$ cat src/rtl/fetch_stage.sv
`default_nettype none
// ============================================================================
// Module      : fetch_stage
// Description : Instruction-fetch stage that owns the PC and drives the
//               I-cache read port. It handles misses, stalls, redirects and
//               HALT.
// Revision    : 1.0 - initial release
// ============================================================================
module fetch_stage #(
    parameter logic [15:0] RESET_PC  = 16'h0000,
    parameter logic [15:0] NOP_INSTR = 16'h0800
) (
    input  logic        clk,
    input  logic        rst,
    input  logic        stall_in,
    input  logic        redirect_valid,
    input  logic [15:0] redirect_pc,
    input  logic        halt_in,
    input  logic [15:0] imem_rdata,
    input  logic        imem_done,
    output logic [15:0] imem_addr,
    output logic        imem_rd,
    output logic [15:0] pc_out,
    output logic [15:0] pc_plus2_out,
    output logic [15:0] instr_out,
    output logic        istall_out,
    output logic        halted_out
);

    typedef enum logic [1:0] {
        RUN    = 2'd0,
        MISS   = 2'd1,
        DRAIN  = 2'd2,
        HALTED = 2'd3
    } state_t;

    state_t      state;
    state_t      state_nxt;
    logic [15:0] pc;
    logic [15:0] pc_nxt;
    logic [15:0] hold_instr;
    logic [15:0] hold_instr_nxt;
    logic        hold_valid;
    logic        hold_valid_nxt;
    logic [15:0] tgt;
    logic [15:0] tgt_nxt;
    logic        halt_pend;
    logic        halt_pend_nxt;

    logic [15:0] redirect_tgt;
    logic        instr_ok;

    assign redirect_tgt = {redirect_pc[15:1], 1'b0};
    // An instruction is available in RUN either from the hold buffer or a hit.
    assign instr_ok     = hold_valid | imem_done;

    always_ff @(posedge clk or negedge rst) begin
        if (!rst) begin
            state      <= RUN;
            pc         <= RESET_PC;
            hold_instr <= 16'h0000;
            hold_valid <= 1'b0;
            tgt        <= 16'h0000;
            halt_pend  <= 1'b0;
        end else begin
            state      <= state_nxt;
            pc         <= pc_nxt;
            hold_instr <= hold_instr_nxt;
            hold_valid <= hold_valid_nxt;
            tgt        <= tgt_nxt;
            halt_pend  <= halt_pend_nxt;
        end
    end

    always_comb begin
        state_nxt      = state;
        pc_nxt         = pc;
        hold_instr_nxt = hold_instr;
        hold_valid_nxt = hold_valid;
        tgt_nxt        = tgt;
        halt_pend_nxt  = halt_pend;

        case (state)
            RUN: begin
                if (redirect_valid) begin
                    hold_valid_nxt = 1'b0;
                    // A read still in flight must complete before the new PC is used.
                    if (!imem_done && !hold_valid) begin
                        tgt_nxt       = redirect_tgt;
                        halt_pend_nxt = 1'b0;
                        state_nxt     = DRAIN;
                    end else begin
                        pc_nxt = redirect_tgt;
                    end
                end else if (halt_in) begin
                    if (instr_ok) begin
                        hold_valid_nxt = 1'b0;
                        state_nxt      = HALTED;
                    end else begin
                        halt_pend_nxt = 1'b1;
                        state_nxt     = MISS;
                    end
                end else if (!instr_ok) begin
                    state_nxt = MISS;
                end else if (stall_in) begin
                    if (!hold_valid) begin
                        hold_instr_nxt = imem_rdata;
                        hold_valid_nxt = 1'b1;
                    end
                end else begin
                    pc_nxt         = pc + 16'd2;
                    hold_valid_nxt = 1'b0;
                end
            end

            MISS: begin
                if (redirect_valid) begin
                    tgt_nxt       = redirect_tgt;
                    halt_pend_nxt = 1'b0;
                    state_nxt     = DRAIN;
                end else if (imem_done) begin
                    // Completion data is dropped; RUN re-reads the now-resident line.
                    halt_pend_nxt = 1'b0;
                    state_nxt     = (halt_pend || halt_in) ? HALTED : RUN;
                end else if (halt_in) begin
                    halt_pend_nxt = 1'b1;
                end
            end

            DRAIN: begin
                if (imem_done) begin
                    pc_nxt    = redirect_valid ? redirect_tgt : tgt;
                    state_nxt = RUN;
                end else if (redirect_valid) begin
                    tgt_nxt = redirect_tgt;
                end
            end

            default: begin
                state_nxt = HALTED;
            end
        endcase
    end

    always_comb begin
        imem_addr    = pc;
        pc_out       = pc;
        pc_plus2_out = pc + 16'd2;
        halted_out   = (state == HALTED);
        imem_rd      = 1'b0;
        instr_out    = NOP_INSTR;
        istall_out   = 1'b1;

        case (state)
            RUN:     imem_rd = !hold_valid;
            MISS:    imem_rd = 1'b1;
            DRAIN:   imem_rd = 1'b1;
            default: imem_rd = 1'b0;
        endcase

        if (state == RUN && hold_valid) begin
            instr_out  = hold_instr;
            istall_out = 1'b0;
        end else if (state == RUN && imem_done) begin
            instr_out  = imem_rdata;
            istall_out = 1'b0;
        end
    end

endmodule
`default_nettype wire

$ cat config.mk
export PLATFORM = sky130hd
export DESIGN_NAME = fetch_stage
export DESIGN_NICKNAME = d
export VERILOG_FILES = /design/src/rtl/fetch_stage.sv
export SDC_FILE = /design/constraint.sdc
export NUM_CORES = 1
export LEC_CHECK = 0
export CORE_UTILIZATION = 50
export CTS_CLUSTER_SIZE = 14
export DETAILED_ROUTE_END_ITERATION = 10
export GPL_TIMING_DRIVEN = 0
export PLACE_DENSITY = 0.86
export SYNTH_ARGS = -nofsm -noshare
export SYNTH_HDL_FRONTEND = slang
export SYNTH_SLANG_ARGS = --single-unit
$ cat constraint.sdc
create_clock -name clk -period 7.3 [get_ports clk]
set_clock_uncertainty 0.05 [all_clocks]
set_input_delay 2.19 -clock clk [delete_from_list [all_inputs] [get_ports clk]]
set_output_delay 2.19 -clock clk [all_outputs]
set_load 0.005 [all_outputs]
; After elaboration in Yosys (flattened, before gate mapping)
; Index checks and enable logic that the tools add are counted.
; W data, S select, Z words.
[word_totals]
register_bits = 52
out_inout_bits = 67
word_cells = 86
[op_classes]
n_addsub = 1
eq_ne = 17
muxes = 40
bitwise_logic = 4
reduce_logical = 18
[op_table]
columns = operator, n
row1 = $mux W16, 12
row2 = $pmux W16 S3, 1
row3 = $pmux W16 S2, 1
row4 = $ne A3 B3 Y1 const B, 8
row5 = $mux W2, 9
row6 = $add A16 B2 Y16 const B, 1
row7 = $mux W1, 14
row8 = $reduce_and A6 Y1, 2
row9 = $ne A2 B2 Y1 const B, 4
row10 = $ne A4 B4 Y1 const B, 2
row11 = $reduce_and A4 Y1, 2
row12 = $pmux W2 S3, 1
row13 = $reduce_bool A2 Y1, 3
row14 = $reduce_and A5 Y1, 1
row15 = $eq A2 B2 Y1 const B, 2
row16 = $pmux W1 S2, 2
row17 = $logic_and A1 B1 Y1, 3
row18 = $not A1 Y1, 3
row19 = $reduce_bool A3 Y1, 1
row20 = $eq A2 B1 Y1 const B, 1
row21 = $logic_not A1 Y1, 2
row22 = $logic_not A2 Y1, 1
row23 = $reduce_and A2 Y1, 1
row24 = $reduce_or A2 Y1, 1
row25 = other kinds (2), 2

; Logic depth before layout (Yosys ltp)
; Gate-level depths: netlist (run 1).
[logic_depth]
ltp_word = 6
mapped_depth = 9
ltp_nobuf = 6

; Least setup slack after synthesis (run 1)
; Ideal clock, no wire load.
[synth_path]
path_kind = input to output
from = in imem_done
to = out instr_out[10]
t_arrival_ps = 3145
t_required_ps = 5060
setup_slack_ps = 1915
stages = 5
cell_sequence = buf_2 > nand2_2 > nor2_2 > clkbuf_1 > a22o_1
[synth_between]
elab_chain_cells = 3
[synth_rtl]
columns = item, line_no
row1 = "start, declared", 20  ; input logic imem_done,
row2 = $logic_and A1 B1 Y1, 164  ; end else if (state == RUN && imem_done) begin
row3 = $mux W16, 164
row4 = $mux W16, 161  ; if (state == RUN && hold_valid) begin
row5 = "end, declared", 25  ; output logic [15:0] instr_out,
; Every way passes these cells.

; Worst setup path after layout (run 1)
[layout_path]
from = in imem_done
to = out instr_out[13]
; Same word-level chain as after synthesis.

==> results.yml, run 1 <==
outcome:
  status: "completed"
critical_path:
  crit_chain: "buf_2 -> nand2_2 -> nor2_2 -> clkbuf_1 -> a22o_1 -> clkdlybuf4s50_1"
  cp_slowest_cell: "clkdlybuf4s50_1"
  cp-end-kind: "output pin"
  slowest_delay_ps: 510
  crit_arrival_ps: 3920
  startpoint: "imem_done"
  timing.rr.start: "state[0]"
  ff2ff_setup_slack_ps: 4990
  crit_type: "input pin to output pin"
  critPathBufInv: 3
  worst_setup_path_start_kind: "input pin"
  critical_path.top_delay_family: "buffers and inverters"
  crit_fanout: 10
  required_ps: 5060
clock_network:
  cts_hold_buf: 0
  cts_max_path_buffers: 2
  cts_sinks: 52
  h-tree-depth: 2
  numCtsBuffers: 5
  cts_setup_buffers: 0
  clk_latency_ps: 310
  cts_tree: "yes"
  clkTransAtPathRegs_ps: 100
  clockRootBuffer: "clkbuf_8"
  cts-resized-gates: 0
logic_synthesis:
  synth_nets: 355
  ys_types: 54
  yosysMostFrequentCell: "dfrtp_1"
  synth_area_per_cell_um2: 10.2
  synth_area_leaders: "dfrtp_1 41%, mux2_2 12%, a22o_1 6.1%, buf_4 4.3%, a21oi_1 2.5%"
  synth_top_area_share: 0.410
  synth_enable_flop_cells: 0
  netlist_area_um2: 3180
  async_reset_ff_frac: 1.00
  yosysWarnings: 0
  syn_inst: 312
  synth.yosys.seq_area_share: 0.410
  synth_flop_cell: "dfrtp_1"
  synth_top_area_cell: "dfrtp_1"
  ys_top_cells_by_count: "52 x dfrtp_1, 33 x mux2_2, 22 x a22o_1"
  ys_seq_elements: 52
drt:
  vias: 2881
  antenna_left: 0
  vias_per_cell: 5.79
  wl_per_cell_um: 16.5
  routed_wirelength_um: 8240
  drc_errors: 0
  drt_iter0_drc: 222
  drt-pass1-iter-count: 4
global_routing:
  grt-ovfl-total: 0
  grt_pass1_vias: 2809
  antenna_found_initial: 0
  grt_pass1_wl_um: 13200
  grtUsageTotal: 0.260
  grt_max_degree: 40
floorplan:
  start_util: 0.527
  die-area_um2: 6670
  fp-row-count: 28
  ios: 105
  die_w_um: 81.7
  die_h_um: 81.7
  core-area_um2: 6030
place:
  numPlacedInstances: 490
  gp_congestion: 0.808
  post-dp-hpwl_um: 6110
  dp_slack_ps: 1170
  postPlaceCellArea_um2: 4310
  io_buffers: 102
sta:
  tightest_slew_ps: 591
  slew_violations: 0
  timing.final.ws_setup_ps: 1140
  setup_violations: 0
  maxSlewHeadroom: 0.602
  holdWs_ps: 458
  hold_violations: 0
  rsz0062_at_grt: "false"
  fmax_ghz: 0.162
  period_share: 0.843
  setup_tns_ps: 0
  layout_min_cycle_time_ps: 6160
worst_hold_path:
  hold_start: "tgt[0]"
  holdCritPathClass: "register to register"
run:
  maxCapViolations: 0
layout:
  syn2layout_area_growth_pct: 39.4
  fillers: 465
  seqCellArea_um2: 1300
  drive_above_1_share: 0.199
  antenna_cells: 0
  final_area_um2: 4430
  nets: 465
  fin_cells: 498
  multi_input_area_um2: 1610
power:
  pwr_density_cell_nw_per_um2: 419
  leakage_nw: 1.86
  ir_worst_vdd_mv: 0.234
-- power breakdown --
group / total, W / leakage (nW) / switching, W / internal, W
Sequential: 0.000546 / 0.637 / 0.000119 / 0.000427
Combinational: 0.00110 / 1.16 / 0.000450 / 0.000647
Clock: 0.000213 / 0.0614 / 0.000100 / 0.000112
Total: 0.00185 / 1.86 / 0.000669 / 0.00119
-- worst reg2reg max path, stage by stage, from the launching register on --
cell      delay [ps]
dfrtp_1          400
inv_1            100
ha_1             150
buf_2            220
o21ai_0          150
a21oi_2          320
clkbuf_1         460
o21ai_0          190
a22oi_1          190
-- routing by layer --
layer / wire, um / track usage / vias up / part of all wire
met2: 4060 / 0.443 / 154 / 0.49
li1: - / - / 1348 / -
met1: 3380 / 0.326 / 1357 / 0.41
met4: 147 / 0.0842 / 0 / 0.018
met5: 0 / 0 / - / 0
met3: 654 / 0.0578 / 22 / 0.079
-- flip-flops by register name (all words and copies together), names as in the netlist --
register	flops
hold_instr	16
imem_addr	16
halt_pend	1
state	2
tgt	16
hold_valid	1
-- layout by cell type (no fill, tap or decap), drive strengths merged, types with 4 or more instances in the layout --
| cell type | Yosys | final |
|---|---|---|
| o22ai | 8 | 8 |
| o2bb2ai | 8 | 8 |
| a21oi | 17 | 17 |
| xnor2 | 7 | 7 |
| nand2 | 18 | 18 |
| clkdlybuf4s50 | 0 | 101 |
| xor2 | 6 | 6 |
| nand3 | 6 | 6 |
| o211ai | 4 | 4 |
| o21ai | 9 | 9 |
| nor2 | 19 | 19 |
| a22o | 22 | 22 |
| inv | 11 | 11 |
| buf | 26 | 28 |
| ha | 5 | 5 |
| dfrtp | 52 | 52 |
| mux2 | 33 | 33 |
| clkbuf | 12 | 18 |
| nor3 | 9 | 9 |
-- final timing paths --
check / cells past startpoint / endpoint
max: 6 / instr_out[13]
max reg2reg: 8 / imem_addr[6]
min in group asynchronous: 1 / imem_addr[5]
min: 1 / tgt[0]
max in group asynchronous: 2 / hold_instr[2]
min reg2reg: 1 / tgt[0]
-- cells by family after synthesis --
group | share of synthesized area
muxes | 0.126
xor gates and xnor gates | 0.0359
DFF | 0.410
AOI/OAI and AO/OA | 0.204
buffers and inverters | 0.0847
adders and majority gates | 0.0197
and+or+nand+nor | 0.119
-- layout make-up --
class | count | area share
Tap cell | 75 | 0.0212
Inverter | 11 | 0.00933
Sequential cell | 52 | 0.294
Clock buffer | 6 | 0.0187
Buffer | 38 | 0.0514
Multi-Input combinational cell | 211 | 0.363
Clock inverter | 2 | 0.00876
Timing Repair Buffer | 103 | 0.234
-- per-stage QoR --
step | utilization | power (W)
CTS | 0.735 | 0.00186
finish | 0.735 | 0.00185
global route | 0.735 | 0.00198
detailed placement | 0.714 | 0.00164
floorplan | - | 0.00113
global placement | 0.712 | 0.00160
Note: power is estimated with default switching activity, not from simulation.
==> inputs of run 2 (changes only) <==
Settings changed: CORE_UTILIZATION 50 to 42, PLACE_DENSITY 0.86 to 0.77.
Clock period 7.3 ns to 5.4 ns, I/O delays scaled along.
==> results.yml, run 2 (synthesis gave the netlist of run 1 again) <==
outcome:
  status: "completed"
clock_network:
  cts_hold_buf: 0
  cts-resized-gates: 0
  cts_tree: "yes"
  clockRootBuffer: "clkbuf_8"
  numCtsBuffers: 5
  cts_setup_buffers: 0
  h-tree-depth: 2
  clk_latency_ps: 300
  cts_sinks: 52
  clkTransAtPathRegs_ps: 100
  cts_max_path_buffers: 2
critical_path:
  startpoint: "imem_done"
  crit_type: "input pin to output pin"
  crit_fanout: 10
  required_ps: 3730
  worst_setup_path_start_kind: "input pin"
  timing.rr.start: "state[0]"
  crit_arrival_ps: 3350
  cp-end-kind: "output pin"
sta:
  period_share: 0.929
  layout_min_cycle_time_ps: 5020
  slew_violations: 0
  setup_tns_ps: 0
  maxSlewHeadroom: 0.514
  hold_violations: 0
  rsz0062_at_grt: "false"
  tightest_slew_ps: 722
  timing.final.ws_setup_ps: 385
  setup_violations: 0
  fmax_ghz: 0.199
place:
  post-dp-hpwl_um: 6120
  gp_congestion: 0.851
  io_buffers: 102
  dp_slack_ps: 395
worst_hold_path:
  holdCritPathClass: "register to register"
  hold_start: "tgt[0]"
layout:
  fillers: 652
  syn2layout_area_growth_pct: 40.3
  nets: 465
  final_cell_mix: "101 x clkdlybuf4s50_1, 52 x dfrtp_1, 33 x mux2_2"
  drive_above_1_share: 0.199
  layout_commonest_cell: "clkdlybuf4s50_1"
  antenna_cells: 0
power:
  leakage_nw: 1.86
  clockPowerShare: 0.114
  pwr_density_cell_nw_per_um2: 562
  power_frac_seq: 0.295
  switching_share: 0.360
  ir_worst_vdd_mv: 0.208
  p_total_w: 0.00250
  p_int_w: 0.00160
  power.switching_w: 0.000903
  combPwrFrac: 0.591
global_routing:
  gr-usage-met3: 0.0489
  antenna_found_initial: 0
  grt-ovfl-total: 0
  met1_usage: 0.285
  gr-usage-met2: 0.389
  grt_busiest_layer: "met2"
  grt_pass1_wl_um: 13700
  grt_pass1_vias: 2764
  grt_max_degree: 37
  grtUsageTotal: 0.223
floorplan:
  die_h_um: 89.0
  ios: 105
  core-area_um2: 7290
  fp-row-count: 31
  die_w_um: 89.0
  die-area_um2: 7910
  start_util: 0.435
drt:
  routed_wirelength_um: 8490
  wl_per_cell_um: 16.3
  vias: 2888
  vias_per_cell: 5.53
  drt-pass1-iter-count: 4
  drt_iter0_drc: 200
  antenna_left: 0
  drc_errors: 0
run:
  maxCapViolations: 0
==> run 2: cell type report <==
cell class                      count  area (um^2)  share of cell area
Multi-Input combinational cell    211         1610               0.360
Sequential cell                    52         1300               0.292
Timing Repair Buffer              103         1040               0.232
Buffer                             38          228              0.0511
Tap cell                           99          124              0.0278
Clock buffer                        6         82.6              0.0185
Inverter                           11         41.3             0.00926
Clock inverter                      2         38.8             0.00870
==> run 2: per-stage QoR <==
| stage | cells | instance area [um^2] | utilization | hold WS [ps] |
|---|---|---|---|---|
| 6_report | 522 | 4460 | 0.611 | 456 |
| 5_1_grt | 522 | 4460 | 0.611 | 474 |
| 4_1_cts | 522 | 4460 | 0.611 | 454 |
| 3_5_place_dp | 514 | 4340 | 0.595 | 430 |
| 3_3_place_gp | 513 | 4320 | 0.592 | 423 |
| 2_1_floorplan | 312 | 3180 | - | 403 |
==> run 2: layer usage <==
| metal | vias to the layer above | share of wire |
|---|---|---|
| li1 | 1352 | - |
| met1 | 1392 | 0.42 |
| met2 | 139 | 0.49 |
| met3 | 5 | 0.085 |
| met4 | 0 | 0.0053 |
| met5 | - | 0 |
==> run 2: power groups by stage <==
stage / clock [W] / combinational (W) / sequential, W
2_1_floorplan: 0 / 0.000821 / 0.000711
3_3_place_gp: 0 / 0.00144 / 0.000731
3_5_place_dp: 0 / 0.00148 / 0.000744
4_1_cts: 0.000293 / 0.00149 / 0.000736
5_1_grt: 0.000311 / 0.00161 / 0.000763
6_report: 0.000285 / 0.00148 / 0.000739
==> run 2: final timing paths <==
kind / endpoint / slack, ps / cells past startpoint
setup / recovery: instr_out[14] / 380 / 6
hold / removal: tgt[0] / 460 / 1
setup reg to reg: imem_addr[14] / 3090 / 8
hold reg to reg: tgt[0] / 460 / 1
max in group asynchronous: halt_pend / 3570 / 2
min in group asynchronous: imem_addr[5] / 1180 / 1
==> run 2: critical path, cell delays in order <==
cell and delay, ps:
buf_2 190, nand2_2 90, nor2_2 310, clkbuf_1 410, a22o_1 200, clkdlybuf4s50_1 510
==> inputs of run 3 (changes only) <==
Settings changed: CORE_UTILIZATION 42 to 43, CTS_BUF_LIST set to sky130_fd_sc_hd__clkbuf_8, PLACE_DENSITY 0.77 to 0.79, REMOVE_ABC_BUFFERS set to 1.
==> results.yml, run 3 (synthesis gave the netlist of run 1 again) <==
global_routing:
  antenna_found_initial: 0
  grtUsageTotal: 0.202
  grt-ovfl-total: 0
  grt_max_degree: 40
  grt_pass1_wl_um: 12300
  grt_pass1_vias: 2581
layout:
  fin_cells: 482
  syn2layout_area_growth_pct: 32.5
  nets: 428
  final_cell_mix: "102 x clkdlybuf4s50_1, 52 x dfrtp_1, 33 x mux2_2"
  antenna_cells: 0
  layout_commonest_cell: "clkdlybuf4s50_1"
  drive_above_1_share: 0.145
  fillers: 586
critical_path:
  cp_slowest_cell: "clkdlybuf4s50_1"
  crit_arrival_ps: 3520
  required_ps: 3730
  critPathBufInv: 2
  ff2ff_setup_slack_ps: 2530
  critical_path.top_delay_family: "buffers and inverters"
  slowest_delay_ps: 680
  worst_setup_path_start_kind: "input pin"
  crit_path_frequent_cell: "clkdlybuf4s50_1"
  cp-end-kind: "output pin"
  crit_fanout: 16
  crit_type: "input pin to output pin"
  crit_chain: "clkdlybuf4s50_1 -> nand2_2 -> nor2_4 -> a22o_1 -> clkdlybuf4s50_1"
floorplan:
  die-area_um2: 7730
  ios: 105
  die_w_um: 87.9
  die_h_um: 87.9
  fp-row-count: 30
  start_util: 0.457
  core-area_um2: 6940
sta:
  tightest_slew_ps: 1130
  setup_tns_ps: 0
  period_share: 0.961
  setup_violations: 0
  rsz0062_at_grt: "false"
  slew_violations: 0
  hold_violations: 0
  layout_min_cycle_time_ps: 5190
  maxSlewHeadroom: 0.243
  timing.final.ws_setup_ps: 209
  fmax_ghz: 0.193
  holdWs_ps: 451
clock_network:
  cts_tree: "yes"
  cts_setup_buffers: 0
  clk_latency_ps: 310
  cts_sinks: 52
  numCtsBuffers: 5
  cts_max_path_buffers: 2
  clockRootBuffer: "clkbuf_8"
  h-tree-depth: 2
  clkTransAtPathRegs_ps: 100
place:
  io_buffers: 103
  post-dp-hpwl_um: 5550
  numPlacedInstances: 474
  dp_slack_ps: -27.3
  gp_congestion: 0.792
drt:
  vias_per_cell: 5.59
  vias: 2693
  antenna_left: 0
  drt-pass1-iter-count: 4
  drc_errors: 0
  routed_wirelength_um: 7830
  drt_iter0_drc: 137
  wl_per_cell_um: 16.3
power:
  pwr_density_cell_nw_per_um2: 547
  ir_worst_vdd_mv: 0.308
  leakage_nw: 1.70
outcome:
  status: "completed"
run:
  maxCapViolations: 0
worst_hold_path:
  holdCritPathClass: "register to register"
## run 3: through the flow
stage                     cell area, um^2  power (W)  utilization
final                                4210    0.00230        0.606
after global routing                 4210    0.00246        0.606
after CTS                            4210    0.00231        0.606
after detailed placement             4110    0.00208        0.592
after global placement               4100    0.00204        0.590
after floorplan                      2950    0.00141            -
## run 3: worst reg2reg max path: stages (launching register included)
cell	delay, ps
dfrtp_1	410
inv_1	110
ha_1	420
nand2_1	160
nor3_2	860
or2_2	400
mux2_2	360
## run 3: what timing repair did
item	4_1_cts	5_1_grt
resized for setup	1	0
hold endpoints to repair	0	0
hold buffers	0	0
endpoints found under the setup margin	12	0
## run 3: cell type report
type                       instances  area [um^2]  area share
sequential                        52         1300       0.309
clock inverter                     3         20.0     0.00476
tap                               96          120      0.0285
inverter                          11         41.3     0.00981
multi-input combinational        211         1610       0.383
clock buffer                       5         68.8      0.0164
timing repair buffer             104         1050       0.249
## run 3: layer usage
metal | up-vias | track usage | wire (um)
li1 | 1276 | - | -
met1 | 1329 | 0.278 | 3480
met2 | 84 | 0.337 | 3950
met3 | 4 | 0.0236 | 366
met4 | 0 | 0.0581 | 39
met5 | - | 0 | 0
## run 3: worst paths after layout
check                           cells after the start      start       endpoint
worst min register to register                      1     tgt[0]         tgt[0]
worst max register to register                      6   state[0]   imem_addr[2]
max in group asynchronous                           2        rst         tgt[7]
worst min-delay path                                1     tgt[0]         tgt[0]
worst max-delay path                                5  imem_done   instr_out[7]
min in group asynchronous                           1        rst  hold_instr[8]
## run 3: power breakdown
part,switching (W),internal [W]
Clock,0.000133,0.0000907
Sequential,0.000190,0.000576
Combinational,0.000538,0.000775
